`src/rtl/ntt_stage_scheduler_pkg.sv`:
```
// Shared constants and state type for the NTT stage scheduler and its index decoder.
package ntt_pkg;

  localparam int LOGN          = 10;
  localparam int BFU_NUM       = 4;
  localparam int CYC_PER_STAGE = (1 << LOGN) / (2 * BFU_NUM);

  localparam int CNT_W = 7;
  localparam int IDX_W = 9;
  localparam int P_W   = 4;

  typedef enum logic [1:0] {IDLE, RUN, GAP, DONE} sched_state_t;

endpackage

```
`src/rtl/ntt_index_decode.sv`:
```
// Combinational (cnt, p) -> (k, i) split of the in-stage cycle index into group / intra-group parts.
module ntt_index_decode
  import ntt_pkg::*;
(
  input  logic [CNT_W-1:0] cnt,
  input  logic [P_W-1:0]   p,
  output logic [IDX_W-1:0] k,
  output logic [IDX_W-1:0] i
);

  logic [IDX_W-1:0] cnt_ext;
  logic [IDX_W-1:0] mask;
  logic [P_W-1:0]   sh;

  // J/4 = 1 << (p-2), so mod/div reduce to a mask and a shift
  always_comb begin
    cnt_ext = IDX_W'(cnt);
    sh      = p - P_W'(2);
    mask    = (IDX_W'(1) << sh) - IDX_W'(1);
    if (p >= P_W'(2)) begin
      k = cnt_ext >> sh;
      i = cnt_ext & mask;
    end else begin
      k = cnt_ext;
      i = '0;
    end
  end

endmodule

```
`src/rtl/ntt_stage_scheduler.sv`:
```
// Stage/cycle sequencer for the 4-BFU NTT/INTT address generator: RUN each stage, drain GAP, DONE pulse.
module ntt_stage_scheduler #(
  parameter int LOGN    = ntt_pkg::LOGN,
  parameter int BFU_NUM = ntt_pkg::BFU_NUM,
  parameter int GAP_CYC = 4
) (
  input  logic       clk,
  input  logic       rst_n,
  input  logic       start,
  input  logic       mode_intt,
  input  logic       rev_en,
  input  logic       stall,
  output logic       busy,
  output logic       done,
  output logic       addr_valid,
  output logic [8:0] k,
  output logic [8:0] i,
  output logic [3:0] p,
  output logic [6:0] cnt_addr_gen,
  output logic       ntt_flag,
  output logic       rev,
  output logic       stage_last
);

  import ntt_pkg::*;

  localparam int               CYC      = (1 << LOGN) / (2 * BFU_NUM);
  localparam logic [CNT_W-1:0] CNT_LAST = CNT_W'(CYC - 1);
  localparam int               GW       = (GAP_CYC > 1) ? $clog2(GAP_CYC) : 1;
  localparam logic [GW-1:0]    GAP_LAST = GW'((GAP_CYC > 0) ? GAP_CYC - 1 : 0);
  localparam logic [P_W-1:0]   P_TOP    = P_W'(LOGN - 1);

  sched_state_t     state;
  logic [GW-1:0]    gap_cnt;
  logic [CNT_W-1:0] dec_cnt;
  logic [P_W-1:0]   dec_p;
  logic [P_W-1:0]   p_step;
  logic [IDX_W-1:0] dec_k;
  logic [IDX_W-1:0] dec_i;
  logic             cnt_wrap;
  logic             stage_is_last;

  assign p_step        = ntt_flag ? p + 1'b1 : p - 1'b1;
  assign stage_is_last = ntt_flag ? (p == P_TOP) : (p == '0);
  assign cnt_wrap      = (cnt_addr_gen == CNT_LAST);
  assign addr_valid    = (state == RUN) && !stall;

  // Index the decoder with the values the registers will hold after this edge
  always_comb begin
    dec_cnt = '0;
    dec_p   = p;
    case (state)
      IDLE: dec_p = mode_intt ? '0 : P_TOP;
      RUN: begin
        dec_cnt = cnt_wrap ? '0 : cnt_addr_gen + 1'b1;
        dec_p   = cnt_wrap ? p_step : p;
      end
      GAP:     dec_p = p_step;
      default: dec_p = p;
    endcase
  end

  ntt_index_decode u_decode (
    .cnt (dec_cnt),
    .p   (dec_p),
    .k   (dec_k),
    .i   (dec_i)
  );

  always_ff @(posedge clk or negedge rst_n) begin
    if (!rst_n) begin
      state        <= IDLE;
      gap_cnt      <= '0;
      busy         <= 1'b0;
      done         <= 1'b0;
      k            <= '0;
      i            <= '0;
      p            <= '0;
      cnt_addr_gen <= '0;
      ntt_flag     <= 1'b0;
      rev          <= 1'b0;
      stage_last   <= 1'b0;
    end else begin
      done <= 1'b0;
      case (state)
        IDLE: begin
          if (start) begin
            state        <= RUN;
            busy         <= 1'b1;
            ntt_flag     <= mode_intt;
            rev          <= rev_en;
            p            <= dec_p;
            cnt_addr_gen <= dec_cnt;
            k            <= dec_k;
            i            <= dec_i;
            stage_last   <= 1'b0;
          end
        end
        RUN: begin
          if (!stall) begin
            if (!cnt_wrap) begin
              cnt_addr_gen <= dec_cnt;
              k            <= dec_k;
              i            <= dec_i;
              stage_last   <= stage_is_last && (dec_cnt == CNT_LAST);
            end else begin
              rev        <= 1'b0;
              stage_last <= 1'b0;
              if (GAP_CYC > 0) begin
                state   <= GAP;
                gap_cnt <= '0;
              end else if (stage_is_last) begin
                state <= DONE;
                done  <= 1'b1;
              end else begin
                cnt_addr_gen <= dec_cnt;
                p            <= dec_p;
                k            <= dec_k;
                i            <= dec_i;
              end
            end
          end
        end
        // Drain gap runs a fixed length; back-pressure does not stretch it
        GAP: begin
          if (gap_cnt == GAP_LAST) begin
            if (stage_is_last) begin
              state <= DONE;
              done  <= 1'b1;
            end else begin
              state        <= RUN;
              cnt_addr_gen <= dec_cnt;
              p            <= dec_p;
              k            <= dec_k;
              i            <= dec_i;
            end
          end else begin
            gap_cnt <= gap_cnt + 1'b1;
          end
        end
        default: begin
          state        <= IDLE;
          busy         <= 1'b0;
          k            <= '0;
          i            <= '0;
          p            <= '0;
          cnt_addr_gen <= '0;
          ntt_flag     <= 1'b0;
          rev          <= 1'b0;
          stage_last   <= 1'b0;
        end
      endcase
    end
  end

endmodule

```
`config.mk`:
```
export PLATFORM = sky130hd
export DESIGN_NAME = ntt_stage_scheduler
export DESIGN_NICKNAME = d
export VERILOG_FILES = /design/src/rtl/ntt_stage_scheduler_pkg.sv /design/src/rtl/ntt_index_decode.sv /design/src/rtl/ntt_stage_scheduler.sv
export SDC_FILE = /design/constraint.sdc
export NUM_CORES = 1
export LEC_CHECK = 0
export CORE_MARGIN = 1
export CORE_UTILIZATION = 58
export DETAILED_ROUTE_END_ITERATION = 7
export DONT_BUFFER_PORTS = 1
export PLACE_DENSITY = 0.8
export SLEW_MARGIN = 25
export SYNTH_ARGS = -nofsm -noshare
export SYNTH_HDL_FRONTEND = slang
export SYNTH_SLANG_ARGS = --single-unit
```
`constraint.sdc`:
```
create_clock -name clk -period 3.99 [get_ports clk]
set_input_delay 0.9975 -clock clk [delete_from_list [all_inputs] [get_ports clk]]
set_output_delay 0.9975 -clock clk [all_outputs]
set_load 0.05 [all_outputs]
```
# == Word-level counts from Yosys, hierarchy flattened ==
# Cells that the tools add are included.
# W data, S select, Z words.
# op_classes
multipliers,0
eq_ne,13
muxes,56
n_addsub,6
bitwise,4
div,0
magnitude_cmp,1
n_reduce_logical,14
shifts,2
# op_table
cell,n
$mux W9,12
$pmux W9 S3,2
$mux W7,7
$mux W4,6
$pmux W4 S3,2
$pmux W7 S3,1
$mux W2,8
$reduce_and A4 Y1,4
$eq A7 B7 Y1 const B,2
$ne A2 B2 Y1 const B,7
$mux W1,12
$and A7 B9 Y9,1
$shl A1 B4 Y9 const A,1
$shr A7 B4 Y9,1
$sub A9 B2 Y9 const B,1
$add A7 B1 Y7 const B,1
$pmux W1 S3,2
$pmux W2 S3,1
$reduce_and A5 Y1,1
$add A4 B1 Y4 const B,1
$eq A2 B2 Y1 const B,2
$eq A4 B4 Y1 const B,1
$ge A4 B2 Y1 const B,1
$logic_not A4 Y1,1
other kinds (14),18
# word_totals
mem_bits_ro,0
word_cells,107
mem_bits_rw,0
regBits,38
mem_count,0
latchBits,0
in_bits,6

# == Logic depth before layout (Yosys ltp) ==
# Gate-level depths: netlist of run 1.
# logic_depth
word_depth,12
mapped_depth,18

# == Hierarchy ==
# A second synthesis of run 1 with hierarchy kept.
# unflattened
hier_cells,323
hier_area_um2,2722.6
# by_module_without_submodules
mod,instances,cells_per_inst,area_each_um2
ntt_stage_scheduler,1,242,2202.1
ntt_index_decode,1,81,520.5

# == Worst setup path after synthesis of run 1 ==
# OpenSTA, ideal clock, no wires.
# synth_path
path_kind,reg2reg
startpoint,register p[0]
endpoint,register i[4]
path_buffers,3
period_less_slack_ns,4.378
setup_slack_ns,-0.388
stages_incl_launch_ff,19
arrival_ns,4.309
required_time_ns,3.922
path_cell_list,dfrtp_1 buf_2 inv_1 fa_1 nor4_1 a311o_2 inv_6 buf_2 ha_1 nand2_1 or4_4 o211ai_2 nand4_1 ha_1 buf_1 nor3_1 a22oi_1 o2bb2ai_1 a32o_1
# synth_via
elab_chain_len,12
# synth_rtl
element,line_no,source
start: declaration,ntt_stage_scheduler.sv:18,"output logic [3:0] p,"
start signal: assignment,ntt_stage_scheduler.sv:92,p <= dec_p;
start signal: assignment,ntt_stage_scheduler.sv:117,p <= dec_p;
start signal: assignment,ntt_stage_scheduler.sv:133,p <= dec_p;
$sub A4 B1 Y4 or $add A4 B1 Y4 (tied branches),ntt_stage_scheduler.sv:43,assign p_step = ntt_flag ? p + 1'b1 : p - 1'b1;
$mux W4,ntt_stage_scheduler.sv:43,
$mux W4,ntt_stage_scheduler.sv:56,dec_p = cnt_wrap ? p_step : p;
$pmux W4 S3,ntt_stage_scheduler.sv:52,case (state)
$sub A4 B2 Y4,ntt_index_decode.sv:18,sh = p - P_W'(2);
$shl A1 B4 Y9,ntt_index_decode.sv:19,mask = (IDX_W'(1) << sh) - IDX_W'(1);
$sub A9 B2 Y9,ntt_index_decode.sv:19,
$and A7 B9 Y9,ntt_index_decode.sv:22,i = cnt_ext & mask;
$mux W9,ntt_index_decode.sv:20,if (p >= P_W'(2)) begin
"$mux W9, on equally long branches","ntt_stage_scheduler.sv:127, ntt_stage_scheduler.sv:101",
"$mux W9, on equally long branches","ntt_stage_scheduler.sv:126, ntt_stage_scheduler.sv:100",
$pmux W9 S3,ntt_stage_scheduler.sv:85,case (state)
end signal: assignment,ntt_stage_scheduler.sv:95,i <= dec_i;
end signal: assignment,ntt_stage_scheduler.sv:104,i <= dec_i;
end signal: assignment,ntt_stage_scheduler.sv:135,i <= dec_i;
end: declaration,ntt_stage_scheduler.sv:17,"output logic [8:0] i,"
# Parallel ways exist; a longest one is shown, timed or not. The select of a mux whose other input is x is not followed.
# A chain may end at the register's enable or synchronous reset.

# == Worst setup path after layout of run 1 ==
# layout_path
startpoint,register p[1]
endpoint,register i[4]
# The elaborated chain is that of the path after synthesis.

==> impl_metrics.toml, run 1 <==
[worst_setup_path]
crit_required_ns = 4.22
crit_path_top_delay_cell = "fa_1"
r2r_cells = 14
cp_slowest_stage_delay_ns = 0.44
critical-path-top-delay-family = "simple AND/OR/NAND/NOR gates"
cp_num_cells = 14
cp_cell_sequence = "inv_1 > fa_1 > nor4_1 > a311o_2 > inv_6 > ha_4 > or3_1 > o211ai_4 > nand4_1 > ha_1 > nor3_1 > a22oi_1 > o2bb2ai_1 > a32o_1"
cp-end-kind = "register"
reg2reg_slack_ns = 0.24
worstSetupPathType = "reg -> reg"
cp.arrival_ns = 3.98
critPathMaxFanout = 15
worstSetupStartpointType = "register"
cp_num_buf_inv = 2

[place]
place.gp.congestion = 0.926
portBuffers = 0
hpwl_mm = 4.73

[synthesis]
ys_seq_area_share_pct = 32.7
avgSynthCellArea_um2 = 9.00
synth_edf_count = 0
synth_cell_types = 69
yosys_warnings = 0
syn_area_mm2 = 0.00260
synth_seq_cells = 34
synth_ff_type = "dfrtp_1"
async_reset_ff_share_pct = 100
synth_cells = 289

[pwr]
pwr-share-clk_pct = 10.8
power_switching_w = 0.00141
p_int_w = 0.00114
seqPwrFrac_pct = 21.9
power.leakage_nw = 1.19
p_per_area_mw_per_mm2 = 914
power_frac_comb_pct = 67.4
ir_drop_mv = 0.543
switching_share_pct = 55.2

[route]
drcViolationCount = 0
drt_iter0_markers = 261
drtAntennaViolNets = 0
viasPerCell = 6.70
routedWlPerCell_um = 18.5
dr.pass1.iters = 5
vias = 2337
totalWireLength_mm = 6.46

[floorplan]
dieArea_mm2 = 0.00476
fp.dieH_um = 69.0
die-width_um = 69.0
core.rowCount = 23
initial_core_util_pct = 62.8
io_pins = 41
core_mm2 = 0.00414

[clocking]
cts_tree = "yes"
clock_sinks = 34
cts_resized = 0
clock_path_buffers = 2
clk_pin_slew_worst_paths_ns = 0.08
root_buffer = "clkbuf_8"
numCtsBuffers = 5
cts_setup_buffers = 0
insertion_delay_ns = 0.29
ctsHtreeMaxLevel = 2
cts_hold_buffers = 0

[sta]
hold_ws_ns = 0.391
maxSlewViolCount = 0
fin_crit_sh_pct = 94.0
worstMarginPinSlew_ns = 0.687
rsz0062_at_grt = "false"
min_period_ns = 3.75
setup_viol = 0
max-slew-margin-rel_pct = 53.9
setup-tns-final_ns = 0
timing.final.hold_violations = 0
fin_skew_ns = 0.00637
max_freq_ghz = 0.267

[global_routing]
grt_pass1_vias = 2159
grt_max_degree = 35
antenna_found_initial = 0
grt_pass1_wl_mm = 10.3
grt_use_total_pct = 29.9
grt_overflow = 0

[worst_hold_path]
min_path_type = "in -> async"

[outcome]
status = "finished clean"

[finish]
nets = 315
drive_gt1_share_pct = 19.1
fill_cells = 360
diodes = 0
syn_to_final_growth_pct = 7.26

[flow_run]
cap_violations = 0
registers in the layout, indices dropped and copies added (netlist names):
register and count:
busy 1, stage_last 1, gap_cnt 2, i 7, rev 1, p 4, done 1, k 7
state 2, cnt_addr_gen 7, ntt_flag 1
power by group through the flow:
stage / sequential [W] / clock, W / combinational [W]
floorplan: 0.000647 / 0 / 0.00134
global placement: 0.000562 / 0 / 0.00166
detailed placement: 0.000565 / 0 / 0.00169
CTS: 0.000558 / 0.000276 / 0.00169
global route: 0.000567 / 0.000290 / 0.00186
finish: 0.000558 / 0.000274 / 0.00172
synthesized netlist by cell type (2+ instances only):
library cell | instances | area, um2
o211ai_2 | 2 | 25.0
buf_4 | 4 | 30.0
or3_1 | 2 | 12.5
a221o_1 | 4 | 40.0
a21o_1 | 4 | 30.0
a22oi_1 | 2 | 15.0
a21oi_1 | 12 | 60.1
a32o_1 | 5 | 50.1
a211oi_1 | 3 | 22.5
inv_1 | 8 | 30.0
or4_4 | 2 | 22.5
buf_2 | 4 | 20.0
nor2b_1 | 5 | 31.3
a31o_2 | 2 | 17.5
o21ai_0 | 18 | 90.1
a22o_1 | 3 | 26.3
nand4_1 | 3 | 18.8
nor2_1 | 19 | 71.3
xor2_1 | 5 | 43.8
o31ai_1 | 6 | 45.0
buf_6 | 5 | 56.3
nor3_1 | 11 | 55.1
dfrtp_1 | 34 | 851
nor4_1 | 5 | 31.3
a31oi_1 | 2 | 12.5
o21ai_1 | 3 | 15.0
nand2b_1 | 11 | 68.8
and2_1 | 3 | 18.8
nand2_1 | 34 | 128
ha_1 | 10 | 125
a2111oi_2 | 2 | 30.0
a211oi_2 | 2 | 25.0
nor3b_1 | 2 | 15.0
clkbuf_1 | 4 | 15.0
mux2_2 | 2 | 22.5
nand3_1 | 11 | 55.1
o22ai_1 | 3 | 18.8
per-stage QoR:
| stage | utilization (%) | setup WS [ns] | total power [W] | instances | instance area (um2) |
|---|---|---|---|---|---|
| floorplan | - | 0.00426 | 0.00199 | 292 | 2650 |
| global placement | 65.0 | 0.395 | 0.00222 | 341 | 2700 |
| detailed placement | 65.0 | 0.294 | 0.00225 | 341 | 2700 |
| CTS | 67.3 | 0.247 | 0.00253 | 349 | 2790 |
| global route | 67.3 | 0.0850 | 0.00272 | 349 | 2790 |
| finish | 67.3 | 0.239 | 0.00255 | 349 | 2790 |
final timing paths:
kind	startpoint	to
worst max-delay path	p[1]$_DFFE_PN0P_	i[4]$_DFFE_PN0P_
worst min-delay path	rst_n	i[6]$_DFFE_PN0P_
worst max register to register	p[1]$_DFFE_PN0P_	i[4]$_DFFE_PN0P_
worst min register to register	cnt_addr_gen[2]$_DFFE_PN0P_	cnt_addr_gen[2]$_DFFE_PN0P_
max in group asynchronous	rst_n	p[0]$_DFFE_PN0P_
min in group clk	cnt_addr_gen[2]$_DFFE_PN0P_	cnt_addr_gen[2]$_DFFE_PN0P_
logic make-up after synthesis:
kind of cell	after synthesis	synth area share, %
XOR/XNOR	6	2.02
multiplexers	4	2.12
flip-flops	34	32.7
adder cells (fa/ha/maj)	11	5.58
AO/OA/AOI/OAI	86	25.6
buffers and inverters	28	6.83
other	1	0.144
AND/OR/NAND/NOR	119	25.0
layer usage:
metal / global-route usage, % / routed length (um) / up-vias
met2: 47.5 / 3100 / 105
li1: - / - / 1086
met3: 7.89 / 468 / 14
met4: 12.0 / 116 / 0
met1: 38.4 / 2780 / 1132
met5: 0 / 0 / -
layout by cell type, fill, tap and decap left out, drive strengths merged, types with 2 or more instances in the layout:
| cell type | count |
|---|---|
| nand2 | 36 |
| dfrtp | 34 |
| o21ai | 21 |
| nor2 | 19 |
| buf | 18 |
| a21oi | 12 |
| nand3 | 12 |
| nand2b | 11 |
| nor3 | 11 |
| ha | 10 |
| inv | 9 |
| o31ai | 7 |
| clkbuf | 6 |
| nor4 | 6 |
| xor2 | 5 |
| nor2b | 5 |
| a32o | 5 |
| a21o | 5 |
| a221o | 5 |
| a211oi | 5 |
| conb | 4 |
| nand4 | 4 |
| and2 | 4 |
| o22ai | 3 |
| a22o | 3 |
| o211ai | 3 |
| a31oi | 2 |
| or3 | 2 |
| or4 | 2 |
| a31o | 2 |
| a22oi | 2 |
| nor3b | 2 |
| mux2 | 2 |
| a2111oi | 2 |
| and3 | 2 |
| and4 | 2 |
area by class of cell:
type,instances,area (um2),share of cell area (%)
multi-input cells,230,1610,57.5
clock inverters,2,12.5,0.448
flip-flops and latches,34,853,30.6
inverters,9,38.8,1.39
repair buffers,18,135,4.84
well taps,50,62.6,2.24
clock buffers,6,82.6,2.96
Power figures use the tool's default switching activity.
==> run 2: changes to the inputs <==
ABC_AREA = 1   (was not set)
CORE_UTILIZATION = 57   (was 58)
PLACE_DENSITY = 0.79   (was 0.8)
==> run 2 against run 1 <==
Against the previous run: first-iteration DRC count shrank 63%; register-to-register slack gained 0.51 ns; critical path depth grew 6; synthesized area shrank 8.6%; global-route usage shrank 3.1 points; synthesized cell count grew 11%; routed wire length shrank 19%; final cell count grew 7.7%; sequential share of layout area grew 3.7 points; non-clock buffer count shrank 15; core utilization shrank 5.3 points; sequential cell count is the same; critical endpoint is now i[6]$_DFFE_PN0P_; largest cell class unchanged.
==> impl_metrics.toml, run 2 <==
[synthesis]
synth_ff_type = "dfrtp_1"
avgSynthCellArea_um2 = 7.38
synth_area_leaders = "dfrtp_1, nand2_1, nand3_1, inv_1, ha_1"
async_reset_ff_share_pct = 100
synth.top_cells.by_count = "nand2_1, nand3_1, dfrtp_1, inv_1, nor2_1"
yosys_warnings = 0
ys_seq_area_share_pct = 35.8
synth_top_area_share_pct = 35.8
yosysMostFrequentCell = "nand2_1"
synth_area_leader_cell = "dfrtp_1"
synth_seq_cells = 34
synth_cell_types = 36
synth_edf_count = 0
syn_area_mm2 = 0.00238
synth_cells = 322

[finish]
fin_area_mm2 = 0.00248
nets = 343
diodes = 0
fill_cells = 380
syn_to_final_growth_pct = 4.32
largestRegisters = "cnt_addr_gen (7), i (7), k (7)"
layout_commonest_cell = "nand2_1"
layout_common_cells = "nand2_1, nand3_1, inv_1, dfrtp_1, nor2_1"
utilization_pct = 62.0
drive_gt1_share_pct = 14.1

[place]
place_area_mm2 = 0.00240
place.gp.congestion = 0.934
hpwl_mm = 3.99
portBuffers = 0

[sta]
max-slew-margin-rel_pct = 40.7
timing.final.hold_violations = 0
fin_skew_ns = 0.00765
rsz0062_at_grt = "false"
worstMarginPinSlew_ns = 0.886
maxSlewViolCount = 0
max_freq_ghz = 0.308
min_period_ns = 3.24
setup_viol = 0
setup-tns-final_ns = 0
fin_crit_sh_pct = 81.3

[clocking]
root_buffer = "clkbuf_8"
insertion_delay_ns = 0.29
cts_hold_buffers = 0
clock_path_buffers = 2
cts_tree = "yes"
clk_pin_slew_worst_paths_ns = 0.07
numCtsBuffers = 5
clock_sinks = 34
ctsHtreeMaxLevel = 2
cts_setup_buffers = 0
cts_resized = 0

[worst_setup_path]
worstSetupPathType = "reg -> reg"
cp.arrival_ns = 3.41
crit_required_ns = 4.16
worstSetupStartpointType = "register"
cp-end-kind = "register"
critPathMaxFanout = 12

[route]
drtAntennaViolNets = 0
met2WireLength_mm = 2.37
vias = 2056
highest_layer = "met4"
viasPerCell = 5.47
dr_wl_met3_um = 266
drcViolationCount = 0
routedLengthMet1_mm = 2.51
totalWireLength_mm = 5.22
routedWlPerCell_um = 13.9
dr.pass1.iters = 4
drt_iter0_markers = 97

[floorplan]
io_pins = 41
core.rowCount = 23
core_mm2 = 0.00400
initial_core_util_pct = 59.4
dieArea_mm2 = 0.00443
fp.dieH_um = 66.6
die-width_um = 66.6

[global_routing]
grt_overflow = 0
grt_pass1_wl_mm = 8.87
antenna_found_initial = 0
grt_use_total_pct = 26.8
grt_max_degree = 35
grt_pass1_vias = 1933

[outcome]
status = "finished clean"

[worst_hold_path]
min_path_type = "in -> async"

[flow_run]
cap_violations = 0
[run 2: changes by cell type in the layout (fill, tap and decap cells not counted), sizes merged, moves of 9 or more]
cell	change
buf	-15
inv	+31
nand2	+72
nand2b	-11
nand3	+26
nor3	-9
[run 2: kinds of logic after synthesis]
logic type      count (synthesis)  share of synthesized area (%)
flops                          34                           35.8
xor+xnor                        1                          0.368
other cells                     1                          0.158
simple gates                  179                           35.6
buf+inv                        50                           10.1
compound gates                 46                           11.8
fa+ha+maj                      11                           6.11
[run 2: path summary, 6_finish.rpt]
check | start | endpoint | slack, ns | cells past startpoint
max | cnt_addr_gen[0]$_DFFE_PN0P_ | i[6]$_DFFE_PN0P_ | 0.75 | 20
min | rst_n | ntt_flag$_DFFE_PN0P_ | 0.39 | 0
max reg2reg | cnt_addr_gen[0]$_DFFE_PN0P_ | i[6]$_DFFE_PN0P_ | 0.75 | 20
min reg2reg | gap_cnt[0]$_DFFE_PN0P_ | gap_cnt[0]$_DFFE_PN0P_ | 0.53 | 1
max in group asynchronous | rst_n | cnt_addr_gen[1]$_DFFE_PN0P_ | 3.51 | 0
min in group clk | gap_cnt[0]$_DFFE_PN0P_ | gap_cnt[0]$_DFFE_PN0P_ | 0.53 | 1
[run 2: area by class of cell]
class	count	area, um2	share of cell area, %
multi-input cells	241	1300	52.3
flip-flops and latches	34	851	34.3
inverters	41	166	6.71
clock buffers	6	72.6	2.93
well taps	50	62.6	2.52
repair buffers	3	22.5	0.908
clock inverters	1	7.51	0.303
[run 2: critical path: stages (launching register included)]
cell and delay, ns:
dfrtp_1 0.71, ha_1 0.28, nand2_2 0.10, nor2_4 0.15, nand2_2 0.09, nand2_2 0.08, inv_4 0.07, o21ai_4 0.14
nand2_4 0.12, inv_4 0.14, ha_1 0.19, inv_1 0.05, nand3_1 0.12, nand3_2 0.12, inv_4 0.12, nand2_1 0.07
ha_1 0.25, nand2_1 0.10, o21ai_0 0.08, nand2_1 0.07, o21ai_1 0.06
[run 2: through the flow]
stage	worst slack [ns]	instances	hold slack, ns
after detailed placement	0.752	369	0.514
after global routing	0.455	376	0.378
after floorplan	0.957	325	0.487
final	0.748	376	0.393
after global placement	0.825	369	0.511
after CTS	0.751	376	0.390
[run 2: per-layer routing]
| layer | track usage (%) | vias up |
|---|---|---|
| met5 | 0 | - |
| met4 | 9.04 | 0 |
| met3 | 6.68 | 5 |
| met2 | 41.0 | 52 |
| met1 | 36.6 | 951 |
| li1 | - | 1048 |
Power of run 2 is left out: the tool's default activity adds up to more than one toggle a clock period on the data nets, which glitch-free logic cannot reach.
==> run 3: changes to the inputs <==
CORE_UTILIZATION = 64   (was 57)
PLACE_DENSITY = 0.84   (was 0.79)
clock period = 3.2 ns   (was 3.99 ns; I/O delays follow)
==> run 3 against run 2 <==
Against the previous run: hold slack got worse by 0.19 ns; routed wire length rose by 4.2%; sequential share of layout area down 1.2 points; sequential cell count unchanged; count of clock-buffer cells in the layout up 1; non-clock buffer count grew 11; die area down 11%; critical path depth shrank 5; fmax rose by 14%; register-to-register slack got worse by 0.40 ns; highest routed layer unchanged; first-iteration DRC count up 19%; clock skew is 0.0012 ns higher; critical path type unchanged.
==> impl_metrics.toml, run 3 (same netlist as run 2, synthesis figures left out) <==
[floorplan]
initial_core_util_pct = 69.1
core_mm2 = 0.00344
fp.dieH_um = 62.9
io_pins = 41
core.rowCount = 21
dieArea_mm2 = 0.00396
die-width_um = 62.9

[sta]
min_period_ns = 2.85
fin_skew_ns = 0.00882
rsz0062_at_grt = "false"
fin_crit_sh_pct = 89.1
setup_viol = 0
maxSlewViolCount = 0
timing.final.hold_violations = 0
max_freq_ghz = 0.351
setup-tns-final_ns = 0

[global_routing]
antenna_found_initial = 0
grt_max_degree = 35
grt_overflow = 0
grt_pass1_wl_mm = 9.42
grt_use_total_pct = 30.3
grt_pass1_vias = 2100

[clocking]
numCtsBuffers = 5
clock_path_buffers = 2
clock_sinks = 34
root_buffer = "clkbuf_8"
ctsHtreeMaxLevel = 2
cts_tree = "yes"
cts_setup_buffers = 0
clk_pin_slew_worst_paths_ns = 0.07
insertion_delay_ns = 0.29

[route]
vias = 2179
dr.pass1.iters = 4
drtAntennaViolNets = 0
drcViolationCount = 0
drt_iter0_markers = 115
viasPerCell = 5.67
totalWireLength_mm = 5.44
routedWlPerCell_um = 14.2

[worst_setup_path]
cp-end-kind = "register"
critPathMaxFanout = 12
worstSetupStartpointType = "register"
crit_path_top_delay_cell = "dfrtp_1"
crit_required_ns = 3.38
rr_endpoint = "i[2]$_DFFE_PN0P_"
reg2reg_slack_ns = 0.35
worstSetupEndpoint = "i[2]$_DFFE_PN0P_"
cp_cell_sequence = "inv_1 > ha_2 > nand2_2 > inv_4 > nor2_1 > o21ai_2 > inv_1 > ha_1 > nand3_2 > inv_4 > nand2_1 > ha_1 > o21bai_1 > nand3_1 > nand2_1"
r2r_cells = 15
cp.arrival_ns = 3.03
rr_startpoint = "state[1]$_DFFE_PN0P_"
worstSetupPathType = "reg -> reg"
cp_slowest_stage_delay_ns = 0.41
setup.worst_path.start = "state[1]$_DFFE_PN0P_"

[flow_run]
cap_violations = 0

[place]
portBuffers = 0
hpwl_mm = 4.10
place.gp.congestion = 0.911
dp.cells = 376

[finish]
layout_common_cells = "nand2_1, nand3_1, inv_1, dfrtp_1, nor2_1"
drive_gt1_share_pct = 17.5
syn_to_final_growth_pct = 8.16
nets = 354
diodes = 0
utilization_pct = 74.7
layoutNonFillerInstCount = 384
fill_cells = 275
seq_area_um2 = 851
largestRegisters = "cnt_addr_gen (7), i (7), k (7)"
layout_commonest_cell = "nand2_1"
multi_input_area_mm2 = 0.00130

[worst_hold_path]
min_path_type = "in -> async"

[outcome]
status = "finished clean"
run 3: cell count changes in the layout (fill, tap and decap cells not counted):
cell and delta:
ha_2 +1, clkbuf_8 +1, clkinvlp_4 -1, clkinv_2 +1, buf_4 +11, ha_1 -1
run 3: routing by layer:
metal  vias up  track usage, %  share of wire [%]
li1       1070               -                  -
met1      1020            40.9                 46
met2        78            46.8                 46
met3        11            8.03                6.6
met4         0            10.8                1.9
met5         -               0                  0
run 3: stage by stage:
stage / hold slack (ns) / worst slack [ns] / area, um2
final: 0.200 / 0.349 / 2570
after global routing: 0.186 / 0.109 / 2570
after CTS: 0.198 / 0.243 / 2570
after detailed placement: 0.505 / 0.259 / 2480
after global placement: 0.505 / 0.393 / 2480
after floorplan: 0.487 / 0.167 / 2390
run 3: repair_timing:
item | in CTS | in global routing
hold buffers | 0 | 0
setup endpoints to repair | 0 | 2
hold endpoints to repair | 0 | 0
gates resized for setup | 0 | 1
run 3: final cells by class:
class / count / share of cell area (%)
Multi-Input combinational cell: 241 / 50.6
Sequential cell: 34 / 33.1
Inverter: 41 / 6.47
Timing Repair Buffer: 14 / 4.09
Clock buffer: 7 / 3.36
Tap cell: 46 / 2.24
Clock inverter: 1 / 0.195
run 3: worst min path at each step:
stage	startpoint	to	depth (start not counted)	slack [ns]
floorplan	gap_cnt[0]$_DFFE_PN0P_	gap_cnt[0]$_DFFE_PN0P_	1	0.49
global route	rst_n	k[4]$_DFFE_PN0P_	0	0.19
CTS	rst_n	k[4]$_DFFE_PN0P_	0	0.20
detailed placement	rst_n	p[3]$_DFFE_PN0P_	0	0.51
global placement	gap_cnt[0]$_DFFE_PN0P_	gap_cnt[0]$_DFFE_PN0P_	1	0.50
finish	rst_n	p[2]$_DFFE_PN0P_	0	0.20
run 3: critical path: cells and delay by family (launching register included):
family,cells,cell delay (ns)
AO/OA/AOI/OAI,2,0.40
adder cells (fa/ha/maj),3,0.96
buffers and inverters,4,0.46
flip-flops,1,0.41
AND/OR/NAND/NOR,6,0.51
Power of run 3 is left out for the same reason.
